--- config.mk ---
export PLATFORM = sky130hd
export DESIGN_NAME = serial_add_sched
export DESIGN_NICKNAME = d
export VERILOG_FILES = /design/src/rtl/serial_add_sched.sv
export SDC_FILE = /design/constraint.sdc
export NUM_CORES = 1
export LEC_CHECK = 0
export CORE_ASPECT_RATIO = 1.5
export CORE_MARGIN = 2
export CORE_UTILIZATION = 40
export DETAILED_ROUTE_END_ITERATION = 12
export PLACE_DENSITY = 0.71
export SLEW_MARGIN = 10
export SYNTH_ARGS = -nofsm -noshare
export SYNTH_HDL_FRONTEND = slang
export SYNTH_SLANG_ARGS = --single-unit
--- constraint.sdc ---
create_clock -name clk -period 3.9 [get_ports clk]
set_input_delay 0.78 -clock clk [delete_from_list [all_inputs] [get_ports clk]]
set_output_delay 0.78 -clock clk [all_outputs]
set_load 0.01 [all_outputs]
--- src/rtl/serial_add_sched.sv ---
// Round-robin scheduler that shares one external serial adder between two requesters.
// It latches the winner's operands, drives the datapath, and returns the sum with a done pulse.
module serial_add_sched #(
  parameter int WIDTH = 8
) (
  input  logic             clk,
  input  logic             reset_n,
  input  logic             req0,
  input  logic [WIDTH-1:0] a0,
  input  logic [WIDTH-1:0] b0,
  input  logic             req1,
  input  logic [WIDTH-1:0] a1,
  input  logic [WIDTH-1:0] b1,
  output logic             done0,
  output logic             done1,
  output logic [WIDTH-1:0] sum_out,
  output logic             cout,
  output logic             busy,
  output logic             dp_clear,
  output logic             dp_load,
  output logic             dp_enable,
  output logic [WIDTH-1:0] dp_a,
  output logic [WIDTH-1:0] dp_b,
  input  logic             dp_sum_bit,
  input  logic             dp_cout_bit,
  output logic [2:0]       dbg_state
);
  // Handshake: a requester holds reqN high until it sees its one-cycle doneN pulse;
  // a reqN still high in IDLE after that pulse counts as a fresh request.

  localparam int CW = $clog2(WIDTH + 1);
  localparam logic [CW-1:0] LAST_CNT = CW'(WIDTH - 1);

  typedef enum logic [2:0] {
    S_IDLE  = 3'd0,
    S_CLEAR = 3'd1,
    S_LOAD  = 3'd2,
    S_SHIFT = 3'd3,
    S_DONE  = 3'd4
  } state_t;

  state_t           state_q, state_d;
  logic             owner_q, owner_d;
  logic             last_grant_q, last_grant_d;
  logic [WIDTH-1:0] dp_a_q, dp_a_d;
  logic [WIDTH-1:0] dp_b_q, dp_b_d;
  logic [WIDTH-1:0] sh_q, sh_d;
  logic [WIDTH-1:0] sum_q, sum_d;
  logic             cout_q, cout_d;
  logic [CW-1:0]    cnt_q, cnt_d;
  logic             winner;
  logic [WIDTH-1:0] sh_next;

  // On a tie the requester that was not served last wins.
  assign winner  = (req0 && req1) ? ~last_grant_q : req1;
  assign sh_next = {dp_sum_bit, sh_q[WIDTH-1:1]};

  always_ff @(posedge clk or negedge reset_n) begin
    if (!reset_n) begin
      state_q      <= S_IDLE;
      owner_q      <= 1'b0;
      last_grant_q <= 1'b1;
      dp_a_q       <= '0;
      dp_b_q       <= '0;
      sh_q         <= '0;
      sum_q        <= '0;
      cout_q       <= 1'b0;
      cnt_q        <= '0;
    end else begin
      state_q      <= state_d;
      owner_q      <= owner_d;
      last_grant_q <= last_grant_d;
      dp_a_q       <= dp_a_d;
      dp_b_q       <= dp_b_d;
      sh_q         <= sh_d;
      sum_q        <= sum_d;
      cout_q       <= cout_d;
      cnt_q        <= cnt_d;
    end
  end

  always_comb begin
    state_d = state_q;
    unique case (state_q)
      S_IDLE:  if (req0 || req1) state_d = S_CLEAR;
      S_CLEAR: state_d = S_LOAD;
      S_LOAD:  state_d = S_SHIFT;
      S_SHIFT: if (cnt_q == LAST_CNT) state_d = S_DONE;
      S_DONE:  state_d = S_IDLE;
      default: state_d = S_IDLE;
    endcase
  end

  always_comb begin
    owner_d      = owner_q;
    last_grant_d = last_grant_q;
    dp_a_d       = dp_a_q;
    dp_b_d       = dp_b_q;
    sh_d         = sh_q;
    sum_d        = sum_q;
    cout_d       = cout_q;
    cnt_d        = cnt_q;
    unique case (state_q)
      S_IDLE: begin
        if (req0 || req1) begin
          owner_d = winner;
          dp_a_d  = winner ? a1 : a0;
          dp_b_d  = winner ? b1 : b0;
        end
      end
      S_LOAD: cnt_d = '0;
      S_SHIFT: begin
        sh_d  = sh_next;
        cnt_d = cnt_q + CW'(1);
        if (cnt_q == LAST_CNT) begin
          sum_d  = sh_next;
          cout_d = dp_cout_bit;
        end
      end
      S_DONE: last_grant_d = owner_q;
      default: ;
    endcase
  end

  always_comb begin
    busy      = (state_q != S_IDLE);
    dp_clear  = (state_q == S_CLEAR);
    dp_load   = (state_q == S_LOAD);
    dp_enable = (state_q == S_SHIFT);
    done0     = (state_q == S_DONE) && !owner_q;
    done1     = (state_q == S_DONE) && owner_q;
  end

  assign sum_out   = sum_q;
  assign cout      = cout_q;
  assign dp_a      = dp_a_q;
  assign dp_b      = dp_b_q;
  assign dbg_state = state_q;

endmodule

# After elaboration in Yosys (flattened, before gate mapping)
# Cells that the tools add are included.
# Widths: inputs -> output; s select.
# word_totals
reg_bits,42
latchBits,0
ram_bits,0
romBits,0
input_bits,38
out_inout_bits,34
wordCells,36
memories,0
# op_classes
addsub,1
mul,0
div_mod_pow,0
order_cmp,0
eq_ne,7
n_shift,0
n_mux,7
n_bitwise,1
reduce_logical,11
# ops
op,n
$mux 8,2
$pmux 3 s4,1
$pmux 4 s2,1
$eq 3x2->1 const B,2
$mux 3,2
$reduce_and 2->1,3
$add 4x1->4 const B,1
$eq 4x3->1 const B,1
$eq 3x1->1 const B,1
$eq 3x3->1 const B,1
$logic_and 1x1->1,3
$logic_not 3->1,1
$reduce_bool 3->1,1
$ne 2x1->1 const B,1
$ne 2x2->1 const B,1
$reduce_bool 2->1,1
$logic_not 1->1,1
$logic_or 1x1->1,1
$mux 1,1
$not 1->1,1

# Logic depth before layout (Yosys ltp)
# Gate-level depths: netlist of run 1.
# depth
depth_word,3
mapped_depth,6
depth_no_buf,4

# Worst setup path before layout of run 1
# OpenSTA, ideal clock, no wires.
# synth_path
path_type,register to output
from,"reg state_q[1], in the netlist dbg_state[1]"
to,out done1
arrival_time_ns,1.221
required_time_ns,3.120
setup_slack_ns,1.899
stages_incl_launch_ff,4
n_path_buf,1
cell_sequence,dfrtp_1 buf_6 or3b_2 nor2_1
# synth_between
elab_chain_cells,2
# synth_rtl
item,line,source
"start, declared",42,"state_t state_q, state_d;"
"start signal, assigned",70,state_q <= state_d;
$eq 3x3->1,131,done1 = (state_q == S_DONE) && owner_q;
$logic_and 1x1->1,131,
"end, declared",15,"output logic done1,"
# No other way between the ends.

# Final worst setup path of run 1
# layout_path
from,"reg state_q[0], in the netlist dbg_state[0]"
to,out done1
# Same word-level chain as after synthesis.

==> metrics.txt, run 1 <==
WL per Instance=roughly 17 um; crit start category=flip-flop; DIE HEIGHT=roughly 87 um; Leakage=about 1.1 nW; Avg Cell Area, Syn=between 10 and 15 um2; combinational share of power=between 40 and 50%; DRC violations left=0; WL final=roughly 4400 um; count of cell types in the netlist=29; clock slew at reported path FFs=about 0.08 ns; Final Max Slew Viols=0; Clock Power Share=17.6%; I/O Buffers=roughly 70; Initial Util=41.2%; antenna diode count=0; FF-to-FF Start=dbg_state[0]; routability cong.=between 0.7 and 0.8; drt first pass iters=4; H-tree depth=2; routed vias=approximately 1400; max_cap viols=0; die width=59.6 um; yosys warns=0; vias in the first global route=1518; Placed Area=2570 um2; status=finished clean; Final #Nets=250; remaining antenna violation count=0; ys flop type=dfrtp_1; R2R cell count=3; Int Pwr=about 1.4 mW; Crit. End Element=primary output; synthesized flop and latch total=just over 40; fin area=around 2700 um2; Via density=around 5.6; first-pass GRT wire length=7310 um; P&R area growth vs syn=44.8%; Worst-Margin Slew=~1.1 ns; layout cells sized above 1=between 20% and 30%; placed insts=252; Worst Setup Slack, final=0.985 ns; Mapped Nets=between 150 and 200; CTS Buf Count=5; worst slack at placement=1.30 ns; R2R setup slack=about 2.2 ns; final hold slack=between 0.5 and 0.6 ns; synthesized area=approximately 1900 um2; number of fill cells=around 380; gr usage total=18.9%; Site Rows=30; CTS resizes=0; Yosys top cell area share=around 54%; CTS tree=yes; relative slew slack=28.9%; CTS sink cnt=slightly above 40; worst ir drop on vdd=about 440 uV; largest buffer count on any clock path=2; clock skew=~0.0054 ns; CP arrival=~2.1 ns; Data required, critical path=3.12 ns; initial antenna violation count=0; total net switching power=between 0.6 and 0.7 mW; Area contributors post-synth=dfrtp_1 (54%), mux2_2 (9.7%), o221a_2 (9.1%); area leader, netlist=dfrtp_1; sw frac=between 30% and 40%; minimum clock period=a little under 3 ns; crit path from=dbg_state[0]; die area=about 5200 um2; I/O Pins=between 70 and 80; Fmax=roughly 0.34 GHz; CTS root buffer=clkbuf_8; RSZ-0062 raised after global routing=false; type of the worst min-delay path=flip-flop to flip-flop; Period Utilization, post-route=between 70% and 80%; # setup viols final=0; Seq pwr share=between 30% and 40%; EDFF count, synth=0; top cells by count, synth=dfrtp_1 (40), mux2_2 (16), o21bai_1 (16); Finished Layout Cells=260; CP Max Fanout=14; final hold vios=0; final setup TNS=0 ns; Power Density=approximately 750 nW/um2; worst skew pair latency=0.29 ns; count leader, synth=dfrtp_1; r2r endpoint=sum_out[5]; Synth async-reset ratio=100%; HPWL after DPL=between 3000 and 4000 um; core box area=4500 um2; post-synthesis sequential area ratio=roughly 55%; number of post-CTS setup repair buffers=0; CTS Hold Buffers Added=0; Congestion Overflow GR=0; Syn Inst Count=140; Detailed Route Iter0 Violations=76; Worst Setup EP=done1; largest net degree at the start of global routing=42; WS Path Type=flip-flop to primary output
==> worst max-delay path, stage by stage (launching register included) <==
cell,delay [ns]
dfrtp_1,0.54
or3b_2,0.57
nor2_1,0.17
clkdlybuf4s50_1,0.56
==> worst min-delay path by stage <==
stage / cells past startpoint / to / start / slack [ns]
2_1_floorplan: 1 / sum_out[0] / sh_q[1] / 0.47
3_3_place_gp: 1 / sum_out[0] / sh_q[1] / 0.49
3_5_place_dp: 1 / sum_out[0] / sum_out[0] / 0.50
4_1_cts: 1 / sum_out[0] / sum_out[0] / 0.52
5_1_grt: 1 / sum_out[0] / sum_out[0] / 0.54
6_report: 1 / sum_out[0] / sum_out[0] / 0.51
==> power groups by stage <==
stage,Combinational [mW],Clock (mW),Sequential (mW)
global placement,0.865,0,0.761
finish,0.888,0.353,0.765
floorplan,0.444,0,0.797
global route,0.960,0.378,0.798
detailed placement,0.898,0,0.773
CTS,0.901,0.361,0.768
==> logic make-up (layout without fill, tap and decap cells) <==
group                      Yosys count  count (layout)  synth area share (%)
DFF                                 41              41                  55.4
AOI/OAI and AO/OA                   39              39                  18.7
and+or+nand+nor                     33              33                  12.1
muxes                               16              16                  9.71
buffers and inverters               10              82                  3.37
adders and majority gates            1               1                 0.674
==> through the flow <==
| step | power (mW) | util [%] |
|---|---|---|
| floorplan | 1.24 | - |
| global placement | 1.63 | 57.1 |
| detailed placement | 1.67 | 57.1 |
| CTS | 2.03 | 59.6 |
| global route | 2.14 | 59.6 |
| finish | 2.01 | 59.6 |
==> flip-flops by register name, indices dropped and copies added, names as in the netlist <==
register / count
cout: 1
cnt_q: 4
sum_out: 8
last_grant_q: 1
dp_a: 8
sh_q: 7
dp_b: 8
owner_q: 1
dbg_state: 3
==> cell usage in the layout, fill, tap and decap left out, drive strengths merged, types with 2 or more instances in the layout <==
cell and count:
o221a 16, clkbuf 7, inv 3, o21bai 16, o21ai 3, clkdlybuf4s50 70, nor3 3, nand3b 2
a21o 2, nand3 5, nand2 7, mux2 16, nor2 8, dfrtp 40, nand2b 5
==> metal layers <==
metal	GRT usage (%)	vias up	part of all wire [%]
li1	-	663	-
met1	22.4	730	40
met2	31.2	43	54
met3	4.01	10	3.8
met4	10.1	0	2.8
met5	0	-	0
==> area by class of cell <==
| type | instances | area, um2 | area share [%] |
|---|---|---|---|
| flip-flops and latches | 41 | 1030 | 38.2 |
| multi-input cells | 89 | 766 | 28.5 |
| repair buffers | 71 | 706 | 26.3 |
| clock buffers | 7 | 86.3 | 3.21 |
| well taps | 48 | 60.1 | 2.24 |
| clock inverters | 1 | 30.0 | 1.12 |
| inverters | 3 | 11.3 | 0.419 |
Power figures use the tool's default switching activity.
==> run 2, diff against run 1 <==
--- a/config.mk
+++ b/config.mk
@@ -7,9 +7,9 @@
 export LEC_CHECK = 0
 export CORE_ASPECT_RATIO = 1.5
 export CORE_MARGIN = 2
-export CORE_UTILIZATION = 40
+export CORE_UTILIZATION = 39
 export DETAILED_ROUTE_END_ITERATION = 12
-export PLACE_DENSITY = 0.71
+export PLACE_DENSITY = 0.73
 export SLEW_MARGIN = 10
 export SYNTH_ARGS = -nofsm -noshare
 export SYNTH_HDL_FRONTEND = slang
==> constraint.sdc (replaced) <==
create_clock -name clk -period 2.4 [get_ports clk]
set_input_delay 0.48 -clock clk [delete_from_list [all_inputs] [get_ports clk]]
set_output_delay 0.48 -clock clk [all_outputs]
set_load 0.01 [all_outputs]
==> run 2 against run 1 <==
Net effect: wire length shrank 0.54%; clock skew rose by 0.0020 ns; critical endpoint is now done0; global-route usage fell by 1.5 points; die area is 2.4% higher; first-iteration DRC count is 36% lower; largest power group unchanged; clock power increased by 58%; critical path type unchanged; highest routed layer unchanged; register-to-register slack got worse by 1.4 ns.
==> metrics.txt, run 2 (synthesized netlist as in run 1, its figures left out) <==
CTS Hold Buffers Added=0; CP arrival=roughly 1.8 ns; Finished Layout Cells=roughly 280; type of the worst min-delay path=primary input to asynchronous set/reset pin; fin area=roughly 2800 um2; CP Max Fanout=3; drt first pass iters=4; WS Path Type=flip-flop to primary output; WL final=approximately 4400 um; Leakage=about 1.1 nW; I/O Buffers=between 70 and 80; Detailed Route Iter0 Violations=49; CTS resizes=0; final hold vios=0; clock slew at reported path FFs=0.08 ns; Power Density=approximately 1200 nW/um2; CTS sink cnt=between 40 and 50; WL per Instance=~16 um; first-pass GRT wire length=about 6900 um; Crit. End Element=primary output; I/O Pins=around 70; CTS Buf Count=5; WP buf/inv=1; HPWL after DPL=approximately 3300 um; R2R cell count=4; CTS root buffer=clkbuf_8; initial antenna violation count=0; worst ir drop on vdd=647 uV; layout cells sized above 1=between 20% and 30%; CP cell instances=or3b_2 > nor2_1 > clkdlybuf4s50_1; commonest non-fill, non-tap cell in the layout=clkdlybuf4s50_1; worst slack at placement=roughly 0.14 ns; placed insts=roughly 270; Final Max Slew Viols=0; die area=approximately 5300 um2; Site Rows=30; routability cong.=roughly 0.75; die width=60.3 um; antenna diode count=0; relative slew slack=between 30% and 40%; DIE HEIGHT=a little under 90 um; Period Utilization, post-route=between 90% and 100%; Initial Util=about two fifths; CP delay by family, top=simple AND/OR/NAND/NOR gates; Worst Setup Slack, final=around 0.089 ns; routed vias=1452; RSZ-0062 raised after global routing=false; number of fill cells=between 300 and 400; crit start category=flip-flop; H-tree depth=2; gr usage total=between 10% and 20%; remaining antenna violation count=0; number of post-CTS setup repair buffers=0; max_cap viols=0; minimum clock period=approximately 2.3 ns; P&R area growth vs syn=48.3%; Fmax=about 0.43 GHz; DRC violations left=0; largest net degree at the start of global routing=between 40 and 50; clock skew=roughly 0.0074 ns; Via density=approximately 5.1; critical path depth in cells=3; Worst-Margin Slew=just over 1 ns; largest buffer count on any clock path=2; Final #Nets=~260; crit-path max cell delay=0.54 ns; post-layout util=between 60% and 70%; vias in the first global route=1540; CTS tree=yes; Congestion Overflow GR=0; status=finished clean; most frequent cells in the layout=clkdlybuf4s50_1 (69), dfrtp_1 (40), o21bai_1 (16), mux2_2 (16), o221a_2 (15); core box area=roughly 4500 um2; Slowest-stage cell, CP=clkdlybuf4s50_1; final setup TNS=0 ns; Data required, critical path=between 1.5 and 2 ns; # setup viols final=0; Placed Area=roughly 2600 um2; worst skew pair latency=0.29 ns
## run 2: cell count changes in the layout (fill, tap and decap cells not counted)
cell	previous run	this run
buf_4	0	6
clkbuf_1	1	0
clkbuf_8	6	5
clkdlybuf4s50_1	70	69
clkinv_4	0	1
clkinvlp_4	0	1
dlymetal6s2s_1	0	1
## run 2: power breakdown
| group | total, mW | switching (mW) | internal, mW |
|---|---|---|---|
| clock network | 0.557 | 0.245 | 0.311 |
| logic | 1.53 | 0.589 | 0.938 |
| registers | 1.21 | 0.188 | 1.02 |
## run 2: worst reg2reg max path: stages, from the launching register on
cell	delay, ns
dfrtp_1	0.39
buf_4	0.19
nor3_4	0.34
nand3_4	0.25
o221a_2	0.35
## run 2: layout make-up
class / instances / area [um2] / area share [%]
clock buffers: 5 / 68.8 / 2.50
clock inverters: 3 / 46.3 / 1.68
flip-flops and latches: 41 / 1030 / 37.3
multi-input cells: 89 / 766 / 27.8
well taps: 64 / 80.1 / 2.91
repair buffers: 77 / 753 / 27.4
inverters: 3 / 11.3 / 0.409
## run 2: per-stage QoR
| step | power (mW) | hold WS (ns) |
|---|---|---|
| after CTS | 3.33 | 0.344 |
| final | 3.29 | 0.303 |
| after global routing | 3.49 | 0.378 |
| after floorplan | 2.02 | 0.184 |
| after detailed placement | 2.76 | 0.494 |
| after global placement | 2.69 | 0.482 |
## run 2: metal layers
layer  part of all wire [%]  vias to the layer above  global-route usage [%]
met5                      0                        -                       0
met1                     38                      730                    19.5
li1                       -                      674                       -
met3                    3.3                        5                    2.63
met2                     57                       43                    32.4
met4                    1.3                        0                    6.06
## run 2: path summary, 6_finish.rpt
path,start,slack [ns],end
setup / recovery,dbg_state[0],0.09,done0
hold / removal,reset_n,0.30,dp_b[7]
setup reg to reg,dbg_state[0],0.78,dp_a[4]
hold reg to reg,sum_out[2],0.52,sum_out[2]
max in group asynchronous,reset_n,1.51,dp_b[5]
min in group clk,sum_out[2],0.52,sum_out[2]
==> run 3, diff against run 2 <==
--- a/config.mk
+++ b/config.mk
@@ -9,6 +9,7 @@
 export CORE_MARGIN = 2
 export CORE_UTILIZATION = 39
 export DETAILED_ROUTE_END_ITERATION = 12
+export GPL_TIMING_DRIVEN = 0
 export PLACE_DENSITY = 0.73
 export SLEW_MARGIN = 10
 export SYNTH_ARGS = -nofsm -noshare
==> run 3 against run 2 <==
Net effect: flip-flop and latch count unchanged; global-route usage up 0.78 points; power down 3.6%; hold slack got worse by 0.23 ns; fmax increased by 0.77%; design area is 0.45% higher; clock power fell by 21%; core utilization up 0.28 points; critical path type unchanged; critical endpoint is now dp_clear; highest routed layer unchanged.
==> metrics.txt, run 3 (synthesized netlist as in run 1, its figures left out) <==
sw frac=a little under a third; crit-path max cell delay=0.57 ns; HPWL after DPL=around 3400 um; gr usage total=a little under a fifth; final hold vios=0; CP delay by family, top=buffers and inverters; drt first pass iters=4; largest buffer count on any clock path=2; clock slew at reported path FFs=~0.090 ns; DIE HEIGHT=88.5 um; H-tree depth=2; critical path depth in cells=3; Leakage=roughly 1.1 nW; largest net degree at the start of global routing=30; minimum clock period=about 2.3 ns; WP buf/inv=2; Crit. End Element=primary output; antenna diode count=0; WL per Instance=15.8 um; CP Max Fanout=10; CP arrival=1.81 ns; met1 GRT Util=between 10% and 20%; max_cap viols=0; Worst-Margin Slew=~0.46 ns; Detailed Route Iter0 Violations=44; Congestion Overflow GR=0; Power Density=about 1100 nW/um2; R2R cell count=6; Initial Util=40.9%; Slowest-stage cell, CP=clkdlybuf4s50_1; most frequent cells in the layout=clkdlybuf4s50_1 (68), dfrtp_1 (40), o21bai_1 (16), mux2_2 (16), o221a_2 (15); CP cell instances=clkbuf_2 > nor3b_1 > clkdlybuf4s50_1; Data required, critical path=between 1.5 and 2 ns; CTS sink cnt=41; DRC violations left=0; layout cells sized above 1=~26%; Int Pwr=2.16 mW; P&R area growth vs syn=49.0%; total net switching power=about 1.0 mW; worst skew pair latency=roughly 0.3 ns; CTS Buf Count=5; initial antenna violation count=0; die width=60.3 um; post-layout util=between 60% and 70%; Clock Power Share=between 10% and 20%; type of the worst min-delay path=primary input to asynchronous set/reset pin; relative slew slack=69.4%; combinational share of power=47.8%; final hold slack=between 0.07 and 0.08 ns; Site Rows=30; Via density=approximately 5.2; CTS Hold Buffers Added=0; RSZ-0062 raised after global routing=false; CTS tree=yes; first-pass GRT wire length=approximately 7200 um; Final Max Slew Viols=0; total power=between 3 and 4 mW; Placed Area=roughly 2700 um2; Fmax=roughly 0.44 GHz; I/O Buffers=slightly above 70; vias in the first global route=between 1500 and 2000; CTS root buffer=clkbuf_8; grt met3 use=4.68%; worst ir drop on vdd=roughly 600 uV; met2 Resource Use GR=around a third; status=finished clean; remaining antenna violation count=0; die area=around 5300 um2; routed vias=about 1500; GRT busiest layer=met2; Period Utilization, post-route=between 90% and 100%; commonest non-fill, non-tap cell in the layout=clkdlybuf4s50_1; WL final=4500 um; Final #Nets=259; Seq pwr share=a little under two fifths; WS Path Type=flip-flop to primary output; # setup viols final=0; routability cong.=~0.75; clock skew=roughly 0.011 ns; fin area=between 2000 and 3000 um2; crit start category=flip-flop; I/O Pins=72; core box area=4540 um2
-- run 3: final timing paths --
path | start | to | slack, ns
worst max-delay path | dbg_state[0] | dp_clear | 0.11
max in group asynchronous | reset_n | last_grant_q | 1.80
worst min register to register | sh_q[1] | sh_q[1] | 0.51
worst max register to register | dbg_state[1] | dp_a[3] | 0.75
min in group clk | sh_q[1] | sh_q[1] | 0.51
worst min-delay path | reset_n | dp_b[7] | 0.07
-- run 3: final cells by class --
type | instances | area, um2
clock buffer | 5 | 68.8
tap | 64 | 80.1
buffer | 7 | 52.6
fill | 379 | 1780
multi-input combinational | 89 | 777
clock inverter | 3 | 17.5
sequential | 41 | 1030
timing repair buffer | 73 | 731
inverter | 3 | 11.3
-- run 3: power groups by stage --
| stage | Sequential (mW) | Clock, mW | Combinational, mW |
|---|---|---|---|
| 2_1_floorplan | 1.30 | 0 | 0.722 |
| 3_3_place_gp | 1.21 | 0 | 1.47 |
| 3_5_place_dp | 1.23 | 0 | 1.51 |
| 4_1_cts | 1.22 | 0.455 | 1.53 |
| 5_1_grt | 1.26 | 0.499 | 1.63 |
| 6_report | 1.21 | 0.442 | 1.52 |
-- run 3: what timing repair did --
action / CTS / global route
setup buffers: 1 / 0
setup endpoints to repair: 3 / 2
gates resized for setup: 3 / 3
pin swaps: 1 / 0
-- run 3: worst register-to-register path: cells and delay by family (launching register included) --
kind | cells | cell delay [ns]
buffers and inverters | 3 | 0.56
AO/OA/AOI/OAI | 1 | 0.27
flip-flops | 1 | 0.39
AND/OR/NAND/NOR | 2 | 0.33
-- run 3: routing by layer --
layer / routed length, um / vias up / part of all wire [%]
li1: - / 683 / -
met1: 1700 / 729 / 38
met5: 0 / - / 0
met2: 2400 / 48 / 53
met3: 223 / 16 / 5.0
met4: 172 / 0 / 3.8
-- run 3: stage by stage --
step / TNS (ns) / std cells / setup slack (ns)
finish: 0 / 285 / 0.107
global route: 0 / 285 / 0.0136
CTS: 0 / 285 / 0.0168
detailed placement: 0 / 276 / 0.149
global placement: -4.02 / 275 / -0.103
floorplan: 0 / 140 / 0.699
